<file path="src/rtl/if_id_queue_pkg.sv">
// Shared constants and the entry layout for the IF/ID decoupling queue.
package if_id_queue_pkg;

  localparam logic        ENABLE    = 1'b1;
  localparam logic        DISABLE   = 1'b0;
  localparam logic [31:0] ZERO_WORD = 32'h0000_0000;
  // addi x0, x0, 0 -- canonical RISC-V NOP shown to decode when the queue is empty
  localparam logic [31:0] NOP_INST  = 32'h0000_0013;

  localparam int DEPTH_DEFAULT = 2;

  typedef struct packed {
    logic [31:0] pc;
    logic [31:0] inst;
  } id_entry_t;

endpackage

</file>
<file path="src/rtl/if_id_queue_inst_fifo.sv">
// Generic synchronous FIFO with async reset and synchronous clear; caller qualifies push/pop.
module inst_fifo #(
  parameter  int WIDTH = 64,
  parameter  int DEPTH = 2,
  localparam int PTR_W = $clog2(DEPTH)
) (
  input  logic             dclk,
  input  logic             rst,
  input  logic             push,
  input  logic             pop,
  input  logic             clr,
  input  logic [WIDTH-1:0] wdata,
  output logic [WIDTH-1:0] rdata,
  output logic             empty,
  output logic             full
);

  localparam logic [PTR_W:0] FULL_CNT = (PTR_W+1)'(DEPTH);

  logic [WIDTH-1:0] mem [DEPTH];
  logic [PTR_W-1:0] rd_ptr;
  logic [PTR_W-1:0] wr_ptr;
  logic [PTR_W:0]   count;

  // Pointers wrap naturally because DEPTH is a power of two.
  always_ff @(posedge dclk or posedge rst) begin
    if (rst) begin
      rd_ptr <= '0;
      wr_ptr <= '0;
      count  <= '0;
    end else if (clr) begin
      rd_ptr <= '0;
      wr_ptr <= '0;
      count  <= '0;
    end else begin
      if (push) wr_ptr <= wr_ptr + PTR_W'(1);
      if (pop)  rd_ptr <= rd_ptr + PTR_W'(1);
      case ({push, pop})
        2'b10:   count <= count + (PTR_W+1)'(1);
        2'b01:   count <= count - (PTR_W+1)'(1);
        default: count <= count;
      endcase
    end
  end

  always_ff @(posedge dclk) begin
    if (push && !clr) mem[wr_ptr] <= wdata;
  end

  assign rdata = mem[rd_ptr];
  assign empty = (count == '0);
  assign full  = (count == FULL_CNT);

endmodule

</file>
<file path="src/rtl/if_id_queue.sv">
// IF->ID decoupling queue: FIFO of {pc,inst} with flush, NOP substitution and sticky overflow.
module if_id_queue
  import if_id_queue_pkg::*;
#(
  parameter int DEPTH = DEPTH_DEFAULT
) (
  input  logic        dclk,
  input  logic        rst,
  input  logic        rdy,
  input  logic [31:0] inst_IF_i,
  input  logic [31:0] pc_IF_i,
  input  logic        push_IF_i,
  output logic        full_IF_o,
  input  logic        stall_ID_i,
  input  logic        flush_i,
  output logic [31:0] inst_ID_o,
  output logic [31:0] pc_ID_o,
  output logic        valid_ID_o,
  output logic        ovf_err_o
);

  // Handshakes: ID takes the head when valid_ID_o & ~stall_ID_i; IF may push when
  // ~full_IF_o, or when full and ID takes the head in the same cycle.
  id_entry_t head;
  id_entry_t wentry;
  logic      empty;
  logic      full;
  logic      pop_req;
  logic      push_req;
  logic      advance;
  logic      fifo_push;
  logic      fifo_pop;
  logic      fifo_clr;
  logic      ovf_set;

  assign valid_ID_o = !empty;
  assign full_IF_o  = full;

  assign pop_req  = valid_ID_o && !stall_ID_i;
  assign push_req = push_IF_i && (!full || pop_req);

  // Flush wins over any same-cycle push or pop; rdy=0 freezes everything.
  assign advance   = rdy && !flush_i;
  assign fifo_push = advance && push_req;
  assign fifo_pop  = advance && pop_req;
  assign fifo_clr  = rdy && flush_i;
  assign ovf_set   = advance && push_IF_i && full && !pop_req;

  assign wentry.pc   = pc_IF_i;
  assign wentry.inst = inst_IF_i;

  inst_fifo #(
    .WIDTH ($bits(id_entry_t)),
    .DEPTH (DEPTH)
  ) u_fifo (
    .dclk  (dclk),
    .rst   (rst),
    .push  (fifo_push),
    .pop   (fifo_pop),
    .clr   (fifo_clr),
    .wdata (wentry),
    .rdata (head),
    .empty (empty),
    .full  (full)
  );

  assign inst_ID_o = valid_ID_o ? head.inst : NOP_INST;
  assign pc_ID_o   = valid_ID_o ? head.pc   : ZERO_WORD;

  always_ff @(posedge dclk or posedge rst) begin
    if (rst) begin
      ovf_err_o <= DISABLE;
    end else if (ovf_set) begin
      ovf_err_o <= ENABLE;
    end
  end

endmodule

</file>
<file path="config.mk">
export PLATFORM = sky130hd
export DESIGN_NAME = if_id_queue
export DESIGN_NICKNAME = d
export VERILOG_FILES = /design/src/rtl/if_id_queue_pkg.sv /design/src/rtl/if_id_queue_inst_fifo.sv /design/src/rtl/if_id_queue.sv
export SDC_FILE = /design/constraint.sdc
export NUM_CORES = 1
export LEC_CHECK = 0
export BUFFER_PORTS_ARGS = -buffer_cell sky130_fd_sc_hd__buf_4
export CORE_MARGIN = 2
export CORE_UTILIZATION = 45
export CTS_CLUSTER_SIZE = 16
export DETAILED_ROUTE_END_ITERATION = 12
export GPL_ROUTABILITY_DRIVEN = 0
export GPL_TIMING_DRIVEN = 0
export PLACE_DENSITY = 0.83
export SYNTH_ARGS = -nofsm -noshare
export SYNTH_HDL_FRONTEND = slang
export SYNTH_SLANG_ARGS = --single-unit
</file>
<file path="constraint.sdc">
create_clock -name dclk -period 3.7 [get_ports dclk]
set_input_delay 0.185 -clock dclk [delete_from_list [all_inputs] [get_ports dclk]]
set_output_delay 0.185 -clock dclk [all_outputs]
set_load 0.01 [all_outputs]
</file>
* Yosys cells after proc, flatten, opt, wreduce, memory -nomap -nowiden
Memories as Yosys holds them, arrays and structs flattened. Index checks and enable logic that the tools add are counted.
Operators by class: eq/ne operators 3, add/sub/neg operators 4, reductions and logical operators 21, multiplexer cells 10
Operators by type and width (count):
- 32-bit 2-to-1 mux | 2
- 1-bit logical AND | 10
- 1-bit zero test | 6
- 1-bit 2-to-1 mux | 6
- 2-bit equality test (second input constant) | 2
- 2-bit case mux with 2 select lines | 1
- 2-bit nonzero test | 2
- 3-bit nonzero test | 1
- 1-bit adder (second input constant) | 2
- 2-bit by 1-bit adder with 2-bit output (second input constant) | 1
- 2-bit by 1-bit equality test with 1-bit output (second input constant) | 1
- 2-bit zero test | 1
- 2-bit 2-to-1 mux | 1
- 2-bit by 1-bit subtractor with 2-bit output (second input constant) | 1
- 1-bit logical OR | 1
Storage, ports and cells: RAM bits 128, memories kept 1, input port bits 70, logic and storage cells 43, flip-flop bits (word level) 5, output and inout port bits 67
Memories:
- u_fifo.mem | depth 2, bits a word 64, rd ports 1, clocked after memory_dff 0, wr ports 1, line if_id_queue_inst_fifo.sv:20 | logic [WIDTH-1:0] mem [DEPTH];

* Longest topological paths before layout
word-level depth 9, gate-level depth with buffers 5, mapped depth without buffers 3

* Hierarchy
Synthesis repeated with hierarchy kept, for this count alone.
Unflattened totals: cell total of the unflattened synthesis 301, area total of the unflattened synthesis 5581.6 um^2
Modules (own cells, without submodules):
- inst_fifo | instances 1, cells an instance 221, area an instance 5042.3 um^2, sequential area each 3943.8 um^2
- if_id_queue | instances 1, cells an instance 80, area an instance 539.3 um^2, sequential area each 25.0 um^2

* Least setup slack after synthesis
OpenSTA, ideal clock, no wires.
kind flip-flop to flip-flop, from register u_fifo.count[1], to memory u_fifo.mem[0][0], enable pin, slack -0.188 ns, data required time 3.214 ns, period minus slack after synthesis 3.888 ns, path buffers 1, stages on the path, launching flop included 5, library setup time 0.486 ns, arrival 3.402 ns, cell sequence dfrtp_1 buf_2 nand3b_1 nand3_1 nor2_1
Between the ends: longest elaborated chain between the ends 9, elaborated cells between the ends (all ways) 11, classes of those cells eq/ne (1); mux (2); reduce/logical (8)
RTL lines:
- start, declared | line if_id_queue_inst_fifo.sv:23 | logic [PTR_W:0] count;
- start signal, assigned | line if_id_queue_inst_fifo.sv:39 | 2'b10: count <= count + (PTR_W+1)'(1);
- start signal, assigned | line if_id_queue_inst_fifo.sv:40 | 2'b01: count <= count - (PTR_W+1)'(1);
- start signal, assigned | line if_id_queue_inst_fifo.sv:41 | default: count <= count;
- 2-bit zero test | line if_id_queue_inst_fifo.sv:51 | assign empty = (count == '0);
- 1-bit zero test | line if_id_queue.sv:36 | assign valid_ID_o = !empty;
- 1-bit logical AND | line if_id_queue.sv:39 | assign pop_req = valid_ID_o && !stall_ID_i;
- 1-bit logical OR * | line if_id_queue.sv:40 | assign push_req = push_IF_i && (!full || pop_req);
- 1-bit logical AND * | line if_id_queue.sv:40
- 1-bit logical AND * | line if_id_queue.sv:44 | assign fifo_push = advance && push_req;
- 1-bit logical AND * | line if_id_queue_inst_fifo.sv:47 | if (push && !clr) mem[wr_ptr] <= wdata;
- 1-bit 2-to-1 mux * | line if_id_queue_inst_fifo.sv:47
- 1-bit 2-to-1 mux (implied by the code) * | line if_id_queue_inst_fifo.sv:47
- end, declared | line if_id_queue_inst_fifo.sv:20
Mark *: on every way between the ends. The rest lies on a longest branch, timed or not.

* Final worst setup path
from register u_fifo.count[1], to memory u_fifo.mem[0][41], enable pin
Same word-level chain as after synthesis.

==> results.sh <==
export IMPL_crit_buf_inv=2
export IMPL_hp_class="in2reg"
export IMPL_dpl_cell_area_um2=6530
export IMPL_ioPinCount=137
export IMPL_power_leakage_nw=2.99
export IMPL_wl_per_cell_um=16.5
export IMPL_worst_r2r_setup_slack_ps=1620
export IMPL_rsz0062_at_grt="no"
export IMPL_path_depth=5
export IMPL_drtIter0Drc=132
export IMPL_cp_arrival_ps=2180
export IMPL_syn_nets=377
export IMPL_first_pass_iters=5
export IMPL_antenna_found_initial=0
export IMPL_required_ps=3800
export IMPL_power_share_switching_pct=23.5
export IMPL_vias=3357
export IMPL_die_h_um=112
export IMPL_yosysMostFrequentCell="edfxtp_1"
export IMPL_synthDominantCellAreaShare_pct=73.7
export IMPL_num_nets_final=601
export IMPL_drcViolationCount=0
export IMPL_power_frac_comb_pct=17.2
export IMPL_post_route_util_pct=68.5
export IMPL_critPathTopFamily="simple AND/OR/NAND/NOR gates"
export IMPL_insertion_delay_ps=410
export IMPL_max_vdd_ir_drop_uv=383
export IMPL_tightest_slew_ps=675
export IMPL_avgSynthCellArea_um2=17.0
export IMPL_die_area_um2=12500
export IMPL_grt_pass1_vias=3634
export IMPL_reg2regPathDepth=5
export IMPL_dieWidth_um=112
export IMPL_htree_num_levels=4
export IMPL_hold_violations=0
export IMPL_cts_hold_repair_buffers=65
export IMPL_critPathMaxFanout=25
export IMPL_power_density_nw_per_um2=536
export IMPL_setup_tns_final_ps=0
export IMPL_portBuffers=136
export IMPL_cp_slowest_stage_delay_ps=600
export IMPL_final_cell_count_no_fill=687
export IMPL_numClockSinks=133
export IMPL_drv_cap=0
export IMPL_cts_root_buf="clkbuf_16"
export IMPL_synth_cell_type_count=27
export IMPL_grt_overflow_total=0
export IMPL_p_switching_mw=0.982
export IMPL_antenna_cells=0
export IMPL_power_total_mw=4.18
export IMPL_postCtsSetupBuffers=0
export IMPL_status="complete, no violations"
export IMPL_fillerInstances=756
export IMPL_clk_pin_slew_ps=50
export IMPL_grt_pass1_wl_mm=17.7
export IMPL_viasPerCell=4.89
export IMPL_setup_slack_ps=1620
export IMPL_fin_worst_skew_ps=6.24
export IMPL_slew_headroom_pct=54.9
export IMPL_min_period_over_period_pct=56.2
export IMPL_std_cell_rows=39
export IMPL_ys_ff_latch=133
export IMPL_dp_hpwl_mm=6.87
export IMPL_drv_slew=0
export IMPL_cellInternalPower_mw=3.20
export IMPL_syn_inst=307
export IMPL_tritoncts="yes"
export IMPL_dp_cells=590
export IMPL_place_ws_ps=1640
export IMPL_setup_viol_count_final=0
export IMPL_ctsResizeCount=0
export IMPL_async_flop_share_pct=3.76
export IMPL_slowest_stage="nor2_4"
export IMPL_crit_path_start_kind="flop"
export IMPL_yosysWarningCount=0
export IMPL_syn_to_final_growth_pct=49.3
export IMPL_netlist_top_cells_area="edfxtp_1 74%, mux2i_1 13%, nor2_1 4.7%"
export IMPL_synthTopCellsByCount="128 x edfxtp_1, 66 x mux2i_1, 65 x nor2_1"
export IMPL_wirelength_mm=11.3
export IMPL_clkPwrFrac_pct=41.7
export IMPL_synth_area_um2=5220
export IMPL_start_util_pct=45.9
export IMPL_synth_main_ff_cell="edfxtp_1"
export IMPL_synth_edff_count=128
export IMPL_timing_fmax_mhz=481
export IMPL_drtAntennaViolNets=0
export IMPL_worstSetupPathType="reg2reg"
export IMPL_grt_use_total_pct=18.7
export IMPL_cp_cell_sequence="buf_2 -> nand3b_1 -> nand3_1 -> nor2_4 -> buf_12"
export IMPL_seq_area_frac_synth_pct=76.0
export IMPL_cp_end_kind="flop"
export IMPL_grt_max_degree=26
export IMPL_hold_depth=2
export IMPL_p_seq_share_pct=41.2
export IMPL_clockBufferDepth=2
export IMPL_yosysTopAreaCell="edfxtp_1"
export IMPL_cts_buffers=17
export IMPL_timing_hold_ws_ps=95.6
export IMPL_fin_crit_ps=2080
export IMPL_fin_area_um2=7790
export IMPL_drive_gt1_share_pct=34.7
export IMPL_coreArea_um2=11400
[area by class of cell]
cell class | count | area, um2 | share of cell area (%)
flip-flops and latches | 133 | 3970 | 50.9
repair buffers | 205 | 1770 | 22.7
multi-input cells | 155 | 1080 | 13.9
clock buffers | 17 | 425 | 5.46
clock inverters | 15 | 188 | 2.41
well taps | 143 | 179 | 2.30
plain buffers | 16 | 173 | 2.22
inverters | 3 | 11.3 | 0.145
[path summary, 6_finish.rpt]
path / start / endpoint
max: u_fifo.count[1] / u_fifo.mem[0][41]
min: push_IF_i / ovf_err_o
max reg2reg: u_fifo.count[1] / u_fifo.mem[0][41]
min reg2reg: ovf_err_o / ovf_err_o
max in group asynchronous: rst / u_fifo.count[0]
min in group asynchronous: rst / ovf_err_o
[routing by layer]
metal	wire length (um)	GRT usage (%)
met5	0	0
met4	191	7.65
met3	488	4.30
met1	4530	20.5
met2	6130	34.7
[power by group through the flow]
| stage | logic (mW) | clock network [mW] | registers [mW] |
|---|---|---|---|
| 2_1_floorplan | 0.352 | 0 | 1.75 |
| 3_3_place_gp | 0.636 | 0 | 1.75 |
| 3_5_place_dp | 0.662 | 0 | 1.75 |
| 4_1_cts | 0.721 | 1.76 | 1.72 |
| 5_1_grt | 0.771 | 1.83 | 1.72 |
| 6_report | 0.718 | 1.74 | 1.72 |
[sequential cells by signal, summed over array words and instances (netlist names)]
name           cells
u_fifo.count       2
u_fifo.wr_ptr      1
ovf_err_o          1
u_fifo.mem       128
u_fifo.rd_ptr      1
[kinds of logic (layout without fill, tap and decap cells)]
logic type,after synthesis,count (layout),synth area share (%)
flip-flops,133,133,76.0
AND/OR/NAND/NOR,81,81,6.50
multiplexers,66,66,12.7
buffers and inverters,19,256,3.52
AO/OA/AOI/OAI,7,7,1.10
XOR/XNOR,1,1,0.168
[worst register-to-register path: stages (launching register included)]
cell      delay (ps)
dfrtp_1          360
buf_2            170
nand3b_1         110
nand3_1          240
nor2_4           600
buf_12           280
[placed cells by master (no fill, tap or decap), types with 2 or more instances in the layout]
cell type | synthesis | layout
buf_4 | 2 | 138
edfxtp_1 | 128 | 128
mux2i_1 | 66 | 66
dlygate4sd3_1 | 0 | 65
nor2_1 | 65 | 63
clkbuf_16 | 0 | 17
buf_2 | 7 | 7
buf_12 | 5 | 7
nand2_1 | 5 | 5
dfrtp_1 | 5 | 5
bufinv_16 | 0 | 4
nor2_4 | 1 | 3
inv_1 | 3 | 3
clkinv_2 | 0 | 3
clkinv_4 | 0 | 3
clkinv_1 | 0 | 3
buf_6 | 2 | 2
nand2b_1 | 2 | 2
nand3b_1 | 2 | 2
clkinvlp_4 | 0 | 2
buf_16 | 0 | 2
(Power assumes the default switching activity.)
